==> src/rtl/vend_pkg.sv <==
// Shared types and helpers for the vending change dispenser.
package vend_pkg;

  typedef enum logic [1:0] {
    IDLE     = 2'd0,
    DISPENSE = 2'd1,
    CHANGE   = 2'd2,
    FAULT    = 2'd3
  } state_e;

  typedef enum logic {
    COIN_5  = 1'b0,
    COIN_10 = 1'b1
  } coin_e;

  localparam int unsigned DEFAULT_PRICE = 3;

  // Coin value in 5c units.
  function automatic int unsigned COIN_VAL(input coin_e c);
    return (c == COIN_10) ? 2 : 1;
  endfunction

endpackage

==> src/rtl/ack_timer.sv <==
// Counts cycles an ejection request waits for acknowledge; flags the last allowed cycle.
module ack_timer #(
  parameter int unsigned ACK_TMO = 15
) (
  input  logic i_clk,
  input  logic i_sum_rst,
  input  logic i_clr,
  input  logic i_en,
  output logic o_expire
);

  localparam int unsigned W = $clog2(ACK_TMO + 1);
  localparam logic [W-1:0] LAST = W'(ACK_TMO - 1);

  logic [W-1:0] cnt_q, cnt_d;

  always_comb begin
    cnt_d = cnt_q;
    if (i_clr) begin
      cnt_d = '0;
    end else if (i_en && (cnt_q != LAST)) begin
      cnt_d = cnt_q + 1'b1;
    end
  end

  always_ff @(posedge i_clk or negedge i_sum_rst) begin
    if (!i_sum_rst) begin
      cnt_q <= '0;
    end else begin
      cnt_q <= cnt_d;
    end
  end

  assign o_expire = (cnt_q == LAST);

endmodule

==> src/rtl/change_dispenser.sv <==
// Consumes vending credit: dispenses an item and/or pays change greedily, writing
// the remaining credit back to the sum register after every step.
module change_dispenser
  import vend_pkg::*;
#(
  parameter int unsigned SUM_W   = 3,
  parameter int unsigned PRICE   = DEFAULT_PRICE,
  parameter int unsigned ACK_TMO = 15
) (
  input  logic             i_clk,
  input  logic             i_sum_rst,
  input  logic [SUM_W-1:0] i_sum,
  input  logic             i_vend_req,
  input  logic             i_cancel,
  input  logic             i_eject_ack,
  output logic             o_busy,
  output logic             o_dispense,
  output logic             o_insufficient,
  output logic             o_eject_vld,
  output logic             o_eject_coin,
  output logic             o_sum_ld,
  output logic [SUM_W-1:0] o_sum_nxt,
  output logic             o_fault
);

  localparam logic [SUM_W-1:0] PRICE_W = SUM_W'(PRICE);
  localparam logic [SUM_W-1:0] TWO     = SUM_W'(2);

  state_e           state_q, state_d;
  logic [SUM_W-1:0] rem_q, rem_d;
  coin_e            coin_q, coin_d;
  logic             vld_q, vld_d;
  logic             ld_q, ld_d;
  logic             insuff_q, insuff_d;
  logic             expire;

  ack_timer #(
    .ACK_TMO (ACK_TMO)
  ) u_ack_timer (
    .i_clk     (i_clk),
    .i_sum_rst (i_sum_rst),
    .i_clr     (!vld_q || i_eject_ack),
    .i_en      (vld_q && !i_eject_ack),
    .o_expire  (expire)
  );

  always_comb begin
    state_d  = state_q;
    rem_d    = rem_q;
    coin_d   = coin_q;
    vld_d    = vld_q;
    ld_d     = 1'b0;
    insuff_d = 1'b0;
    unique case (state_q)
      IDLE: begin
        vld_d = 1'b0;
        if (i_cancel && (i_sum != '0)) begin
          rem_d   = i_sum;
          coin_d  = (i_sum >= TWO) ? COIN_10 : COIN_5;
          vld_d   = 1'b1;
          state_d = CHANGE;
        end else if (i_vend_req) begin
          if (i_sum >= PRICE_W) begin
            rem_d   = i_sum - PRICE_W;
            state_d = DISPENSE;
          end else begin
            insuff_d = 1'b1;
          end
        end
      end
      DISPENSE: begin
        if (rem_q != '0) begin
          coin_d  = (rem_q >= TWO) ? COIN_10 : COIN_5;
          vld_d   = 1'b1;
          state_d = CHANGE;
        end else begin
          state_d = IDLE;
        end
      end
      CHANGE: begin
        if (vld_q) begin
          if (i_eject_ack) begin
            rem_d = rem_q - SUM_W'(COIN_VAL(coin_q));
            vld_d = 1'b0;
            ld_d  = 1'b1;
          end else if (expire) begin
            vld_d   = 1'b0;
            state_d = FAULT;
          end
        end else if (rem_q != '0) begin
          // Write-back cycle done; request the next coin.
          coin_d = (rem_q >= TWO) ? COIN_10 : COIN_5;
          vld_d  = 1'b1;
        end else begin
          state_d = IDLE;
        end
      end
      FAULT: begin
        vld_d = 1'b0;
      end
      default: begin
        state_d = IDLE;
        vld_d   = 1'b0;
      end
    endcase
  end

  always_ff @(posedge i_clk or negedge i_sum_rst) begin
    if (!i_sum_rst) begin
      state_q  <= IDLE;
      rem_q    <= '0;
      coin_q   <= COIN_5;
      vld_q    <= 1'b0;
      ld_q     <= 1'b0;
      insuff_q <= 1'b0;
    end else begin
      state_q  <= state_d;
      rem_q    <= rem_d;
      coin_q   <= coin_d;
      vld_q    <= vld_d;
      ld_q     <= ld_d;
      insuff_q <= insuff_d;
    end
  end

  assign o_busy         = (state_q != IDLE);
  assign o_dispense     = (state_q == DISPENSE);
  assign o_insufficient = insuff_q;
  assign o_eject_vld    = vld_q;
  assign o_eject_coin   = coin_q;
  assign o_sum_ld       = (state_q == DISPENSE) || ld_q;
  assign o_sum_nxt      = rem_q;
  assign o_fault        = (state_q == FAULT);

endmodule

==> config.mk <==
export PLATFORM = sky130hd
export DESIGN_NAME = change_dispenser
export DESIGN_NICKNAME = d
export VERILOG_FILES = /design/src/rtl/vend_pkg.sv /design/src/rtl/ack_timer.sv /design/src/rtl/change_dispenser.sv
export SDC_FILE = /design/constraint.sdc
export NUM_CORES = 1
export LEC_CHECK = 0
export CAP_MARGIN = 25
export CORE_ASPECT_RATIO = 1.4
export CORE_UTILIZATION = 30
export CTS_BUF_LIST = sky130_fd_sc_hd__clkbuf_8 sky130_fd_sc_hd__clkbuf_16
export CTS_CLUSTER_SIZE = 28
export DETAILED_ROUTE_END_ITERATION = 8
export HOLD_SLACK_MARGIN = 0.1
export PLACE_DENSITY = 0.61
export SETUP_SLACK_MARGIN = 0.05
export SLEW_MARGIN = 20
export SYNTH_ARGS = -nofsm -noshare
export SYNTH_HDL_FRONTEND = slang
export SYNTH_SLANG_ARGS = --single-unit
==> constraint.sdc <==
create_clock -name i_clk -period 2.5 [get_ports i_clk]
set_input_delay 0.75 -clock i_clk [delete_from_list [all_inputs] [get_ports i_clk]]
set_output_delay 0.75 -clock i_clk [all_outputs]
set_load 0.01 [all_outputs]
==> results of run 1 <==
[flip-flops by register name, indices dropped and copies added, names as in the netlist]
name / cells
ld_q: 1
o_eject_coin: 1
o_eject_vld: 1
o_insufficient: 1
o_sum_nxt: 3
state_q: 2
u_ack_timer.cnt_q: 4
[where the power goes]
part           switching [W]  internal (W)
sequential         0.0000871      0.000284
combinational       0.000430      0.000480
clock              0.0000819      0.000109
total               0.000600      0.000872
[worst max-delay path by stage]
stage | end | start | cells past startpoint
floorplan | o_sum_nxt[2] | i_sum[0] | 6
CTS | o_sum_ld | state_q[1] | 4
detailed placement | o_sum_nxt[2] | i_sum[0] | 7
global route | o_sum_ld | state_q[1] | 4
finish | o_sum_ld | state_q[1] | 4
global placement | o_sum_nxt[2] | i_sum[0] | 7
[routing by layer]
metal / vias up / track usage
met1: 416 / 0.172
li1: 434 / -
met4: 0 / 0.102
met5: - / 0
met3: 8 / 0.0307
met2: 25 / 0.236
[through the flow]
step,utilization,power [W]
floorplan,-,0.000917
global placement,0.408,0.00123
detailed placement,0.408,0.00126
CTS,0.427,0.00147
global route,0.430,0.00160
finish,0.430,0.00147
[area by class of cell]
class	count	area [µm²]
clock buffer	3	41.3
clock inverter	1	3.75
fill	309	1780
inverter	12	45.0
multi-input combinational	76	607
sequential	13	325
tap	39	48.8
timing repair buffer	31	272
[critical path: stages, from the launching register on]
cell and delay [ns]:
dfrtp_1 0.36, inv_1 0.08, ha_1 0.19, or2_2 0.29, clkdlybuf4s50_1 0.48
[layout by cell type (no fill, tap or decap), drive strengths merged, types with 2 or more instances in the layout]
| cell | count |
|---|---|
| a211oi | 2 |
| a21oi | 5 |
| a221oi | 2 |
| a31oi | 3 |
| and3 | 4 |
| buf | 14 |
| clkbuf | 3 |
| clkdlybuf4s50 | 14 |
| dfrtp | 13 |
| dlygate4sd2 | 3 |
| ha | 11 |
| inv | 13 |
| mux2 | 3 |
| nand2 | 6 |
| nand2b | 5 |
| nand3 | 2 |
| nor2 | 5 |
| nor3 | 6 |
| nor4 | 2 |
| o21ai | 2 |
| o41ai | 2 |
| xnor2 | 2 |
[logic make-up (layout without fill, tap and decap cells)]
kind of cell	after synthesis	after routing
AND/OR/NAND/NOR	35	35
AO/OA/AOI/OAI	23	23
flip-flops	13	13
buffers and inverters	13	47
adder cells (fa/ha/maj)	12	12
multiplexers	4	4
XOR/XNOR	2	2
[cells in the mapped netlist]
master	n
a2111o_1	1
a211o_1	1
a211oi_1	2
a21boi_1	1
a21oi_1	5
a221oi_1	1
a221oi_4	1
a22oi_1	1
a31o_1	1
a31oi_1	3
and2_1	1
and3_1	4
buf_2	1
dfrtp_1	13
fa_1	1
ha_1	11
inv_1	12
mux2_1	3
mux2i_1	1
nand2_1	6
nand2b_1	4
nand2b_2	1
nand3_1	2
nand3b_1	1
nor2_1	5
nor3_1	5
nor3_2	1
nor3b_1	1
nor4_1	1
nor4_2	1
o21ai_0	2
o21ba_1	1
o31ai_1	1
o41ai_1	2
or2_2	1
or3b_1	1
xnor2_1	2
[repair_timing]
action                     in CTS  in global routing
setup buffers                   2                  1
gates resized for setup         5                  1
setup endpoints to repair       5                  5
pin swaps                       2                  2
==> results.md, run 1 <==
- Status: finished clean
- Synth unique cells: 37
- Standard-cell rows: 24
- Port bufs: 17
- Max Cap Violations: 0
- Total gr overflow: 0
- Maximum fanout along the worst path: 3
- Vias in the first global route: 920
- RSZ-0062 raised after global routing: true
- Syn avg cell area: roughly 9.6 µm²
- Simple-gate share of the synthesized area: 0.205
- Setup crit start kind: flip-flop
- Mux cell area share after synthesis: 0.0448
- Die area: approximately 0.0035 mm²
- Setup Total Neg Slack: 0 ns
- Final Slew Violations: 0
- Worst slew pin tran: 0.619 ns
- Synthesized area: ~980 µm²
- Routed len/inst: about 13 µm
- WL met1: just under 1000 µm
- Hold depth: 1
- Area of placed instances: roughly 0.0013 mm²
- Post-synthesis sequential area ratio: 0.333
- Hold Buf Count CTS: 0
- Post-synthesis register bit count: 13
- Starting Density: 0.313
- Worst hold slack: between 0.5 and 0.6 ns
- First-pass DRT Iterations: 4
- CP arrival: between 1.5 and 2 ns
- Area growth syn-to-layout: 37.4%
- Setup violations, final: 0
- Min cycle time layout: around 2.4 ns
- Initial antenna violation count: 0
- Setup Crit Path Kind: flip-flop to primary output
- Vias: 883
- Highest clock rate: around 0.42 GHz
- H-tree levels: 1
- Latest clock arrival within the worst-skew pair: roughly 0.25 ns
- Reg2reg end: o_sum_nxt[2]
- Top-area cell type share of the netlist area: 0.333
- Origin of the critical flop-to-flop path: state_q[0]
- TritonCTS Buffers: 3
- Worst Skew: about 0.0012 ns
- Core area: between 0.003 and 0.004 mm²
- Worst Hold Path EP: state_q[1]
- Setup WS pre-CTS: -0.415 ns
- Tcrit/Tclk final: 0.958
- Clk root buf: clkbuf_8
- Yosys warning count: 0
- Hold Fails Final Rpt: 0
- Cells taking the most area after synthesis: dfrtp_1, ha_1, inv_1
- Hpwl dp: roughly 1800 µm
- Placed insts: ~170
- Final nets: approximately 160
- N_diodes: 0
- Gpl congestion: around 0.8
- Clk buf depth: 2
- Reg clk slew, reported paths: about 0.06 ns
- CTS tree: built
- Layout Cells excl Fill: about 180
- Syn Inst Count: about 100
- Compound-gate portion of the synthesized area: 0.187
- Global Route Usage Sum: 0.148
- Post-Synth Adder-Cell Area: 0.161
- Post-route ant nets: 0
- Routed WL: approximately 2300 µm
- R2R Setup Slk: ~0.43 ns
- Sink Count: 13
- Die width: around 50 µm
- Drc violations: 0
- Met3 wire len: roughly 83 µm
- First-pass GRT wire length: between 3000 and 4000 µm
- Hold path startpoint: state_q[1]
- Share of cells above drive strength 1: 0.184
- Die H: ~70 µm
- XOR/XNOR share of the synthesized area: 0.0179
- Post-route cell area: about 0.0013 mm²
- Worst setup EP type: primary output
- Reg2Reg Depth: 6
- Mapped Nets: around 120
- Final Worst Setup Slack: 0.104 ns
- 1st-iter DRT viols: 11
- Slew margin rel.: 0.586
- Max layer used: met4
- HP Class: flip-flop to flip-flop
- Largest family of logic cells by synthesized area: simple AND/OR/NAND/NOR gates
- Dominant cell type by area after synthesis: dfrtp_1
- Leakage: between 0.6 and 0.7 nW
- Routed length on met2: about 1100 µm
- Ports: 18
- DR vias/cell: 5.05
- CP required: around 1.8 ns
- Pwr/cell area: roughly 1100 mW/mm²
- Largest net degree at the start of global routing: 14
- Peak supply drop: ~0.47 mV
Note: power is estimated with default switching activity, not from simulation.
==> inputs of run 2 (changes only) <==
Settings changed: CAP_MARGIN 25 to unset, CTS_CLUSTER_SIZE 28 to 25.
==> results of run 2 <==
No change in the layout: final DEF, timing and power equal those of run 1.
==> inputs of run 3 (changes only) <==
Settings changed: ABC_AREA set to 1, PLACE_DENSITY 0.61 to 0.6.
==> run 3 against run 2 <==
Clock power down 3%. Die area is 9.6% higher. Maximum frequency hardly changed. Global-route usage shrank 0.10 points. Synthesized cell count is 38% higher. Combinational power increased by 18%. Via count grew 6.8%. Synthesized area grew 10%. Sequential share of layout area fell by 0.16 points. Clock skew up 0.0020 ns.
==> results.md, run 3 <==
- Die H: 72.8 µm (+4.7%)
- Share of cells above drive strength 1: 0.210 (+0.0261)
- Switching Share: 0.476 (+0.0691)
- Seq pwr share: 0.224 (-0.028)
- First-pass GRT wire length: 4180 µm (+6.3%)
- Setup Total Neg Slack: 0 ns (unchanged)
- Most common cell after layout, fill and taps aside: nand2_1
- Synth cell count leaders: nand2_1, inv_1, dfrtp_1
- Setup crit start kind: flip-flop
- Pwr/cell area: 1200 mW/mm² (+9.7%)
- Setup WS pre-CTS: 0.169 ns (+0.584 ns)
- Worst Skew: 0.00324 ns (+0.00203 ns)
- Clk root buf: clkbuf_8
- Clock power share: 0.114 (-0.015)
- First-pass DRT Iterations: 4 (unchanged)
- Vias: 943 (+6.8%)
- Area occupied by multi-input gates: 648 µm² (+6.8%)
- Synthesized area: 0.00107 mm² (+10%)
- Dominant cell type by area after synthesis: dfrtp_1
- Crit-path slowest cell: clkdlybuf4s50_1
- Maximum fanout along the worst path: 6 (+3)
- Yosys warning count: 0 (unchanged)
- Reg clk slew, reported paths: 0.06 ns (about the same)
- Slowest stage delay, CP: 0.48 ns (about the same)
- Commonest cells after routing, fill and taps aside: nand2_1, inv_1, clkdlybuf4s50_1, dfrtp_1, nand3_1
- HP Class: flip-flop to flip-flop
- Post-route ant nets: 0 (unchanged)
- Vias in the first global route: 980 (+6.5%)
- Delay-heaviest family, CP: buffers and inverters
- Final Worst Setup Slack: 0.106 ns (+0.00199 ns)
- N_diodes: 0 (unchanged)
- Number of flip-flops under the largest register name: 4 (unchanged)
- Post-synthesis register bit count: 13 (unchanged)
- Slew margin rel.: 0.598 (+0.0121)
- Drc violations: 0 (unchanged)
- Hpwl dp: 1980 µm (+12%)
- Ports: 18 (unchanged)
- Worst slew pin tran: 0.601 ns (-0.0181 ns)
- Setup violations, final: 0 (unchanged)
- Largest register by flop count: u_ack_timer.cnt_q
- Crit path cell chain: ha_4 -> or2_2 -> clkdlybuf4s50_1
- CP required: 1.75 ns (about the same)
- Worst setup EP type: primary output
- Syn Inst Count: 141 (+38%)
- Routed WL: 2420 µm (+6.2%)
- CTS tree: built
- Cell with the most instances after synthesis: nand2_1
- Max Cap Violations: 0 (unchanged)
- Synth unique cells: 26 (-30%)
- Initial antenna violation count: 0 (unchanged)
- Top-area cell type share of the netlist area: 0.303 (-0.0302)
- Min cycle time layout: 2.39 ns (-0.00199 ns)
- Tcrit/Tclk final: 0.958 (about the same)
- H-tree levels: 1 (unchanged)
- Total gr overflow: 0 (unchanged)
- Starting Density: 0.315 (+0.00233)
- Setup Crit Path Kind: flip-flop to primary output
- Peak supply drop: 0.440 mV (-6.7%)
- Largest net degree at the start of global routing: 14 (unchanged)
- Core area: 0.00341 mm² (+9.2%)
- Cells taking the most area after synthesis: dfrtp_1, ha_1, nand2_1
- Routed len/inst: 12.0 µm (-8.0%)
- Sink Count: 13 (unchanged)
- TritonCTS Buffers: 3 (unchanged)
- Post-synthesis sequential area ratio: 0.303 (-0.0302)
- DR vias/cell: 4.67 (-7.5%)
- Hold Fails Final Rpt: 0 (unchanged)
- Worst Path Buf+Inv: 1 (-1)
- Register area: 325 µm² (unchanged)
- Global Route Usage Sum: 0.147 (-0.00103)
- Die area: 0.00383 mm² (+9.6%)
- Final Slew Violations: 0 (unchanged)
- RSZ-0062 raised after global routing: false
- Port bufs: 17 (unchanged)
- Area growth syn-to-layout: 25.7%
- Gate power share: 0.661 (+0.043)
- Synth Flop Type: dfrtp_1
- P_int: 0.000851 W (-2.5%)
- Syn avg cell area: 7.62 µm² (-20%)
- Leakage: 0.700 nW (+11%)
- Status: finished clean
- Die width: 52.6 µm (+4.7%)
- Mapped Nets: 161 (+32%)
- Net load switching power: 0.000774 W (+29%)
- Latest clock arrival within the worst-skew pair: 0.24 ns (about the same)
- Gpl congestion: 0.843 (+4.4%)
- CP arrival: 1.64 ns (about the same)
- Final nets: 183 (+17%)
- Post-synth EDFFs: 0 (unchanged)
- Async SR Flop Fraction: 1.00 (unchanged)
- Filler Cell Count: 355 (+15%)
- Highest clock rate: 0.418 GHz (about the same)
- Standard-cell rows: 25 (+4.2%)
- 1st-iter DRT viols: 21 (+10)
- Clk buf depth: 2 (unchanged)
-- run 3: routing by layer --
metal / global-route usage / up-vias / wire length (µm)
met2: 0.274 / 19 / 1330
met1: 0.157 / 433 / 966
li1: - / 487 / -
met3: 0.0250 / 4 / 91
met4: 0.0585 / 0 / 37
met5: 0 / - / 0
-- run 3: repair_timing --
item	4_1_cts	5_1_grt
setup buffers	1	0
endpoints found under the hold margin	0	0
hold buffers	0	0
gates resized for setup	1	2
endpoints found under the setup margin	1	2
-- run 3: through the flow --
stage	instance area [µm²]	util	hold slack [ns]	total power (W)	std cells
final	1350	0.396	0.541	0.00162	202
after global routing	1350	0.396	0.568	0.00180	202
after CTS	1340	0.393	0.547	0.00163	202
after detailed placement	1280	0.377	0.528	0.00143	197
after global placement	1280	0.377	0.515	0.00138	197
after floorplan	1070	-	0.454	0.00109	141
-- run 3: area by class of cell --
type / count / area share
Clock inverter: 1 / 0.00278
Sequential cell: 13 / 0.241
Timing Repair Buffer: 18 / 0.133
Inverter: 26 / 0.0759
Multi-Input combinational cell: 101 / 0.480
Tap cell: 40 / 0.0370
Clock buffer: 3 / 0.0306
-- run 3: path summary, 6_finish.rpt --
kind | from | slack, ns | endpoint | cells past startpoint
min in group asynchronous | i_sum_rst | 0.89 | state_q[1] | 1
max reg2reg | state_q[0] | 0.80 | o_sum_nxt[0] | 7
min | o_sum_nxt[0] | 0.54 | o_sum_nxt[0] | 2
max | state_q[0] | 0.11 | o_sum_ld | 3
max in group asynchronous | i_sum_rst | 1.22 | o_sum_nxt[0] | 1
min reg2reg | o_sum_nxt[0] | 0.54 | o_sum_nxt[0] | 2
-- run 3: cells by family after synthesis --
kind of cell               after synthesis  share of synthesized area
AOI/OAI and AO/OA                       13                     0.0687
xor gates and xnor gates                 3                     0.0245
adders and majority gates               12                      0.147
buffers and inverters                   27                      0.106
DFF                                     13                      0.303
and+or+nand+nor                         73                      0.352
-- run 3: power groups by stage --
stage | logic [W] | registers [W] | clock network (W)
2_1_floorplan | 0.000719 | 0.000374 | 0
3_3_place_gp | 0.00102 | 0.000367 | 0
3_5_place_dp | 0.00106 | 0.000369 | 0
4_1_cts | 0.00108 | 0.000361 | 0.000193
5_1_grt | 0.00122 | 0.000376 | 0.000206
6_report | 0.00107 | 0.000364 | 0.000186
-- run 3: tightest hold or removal path: stages (launching register included) --
cell,delay (ns)
dfrtp_1,0.37
nand2_1,0.08
o21ai_2,0.06
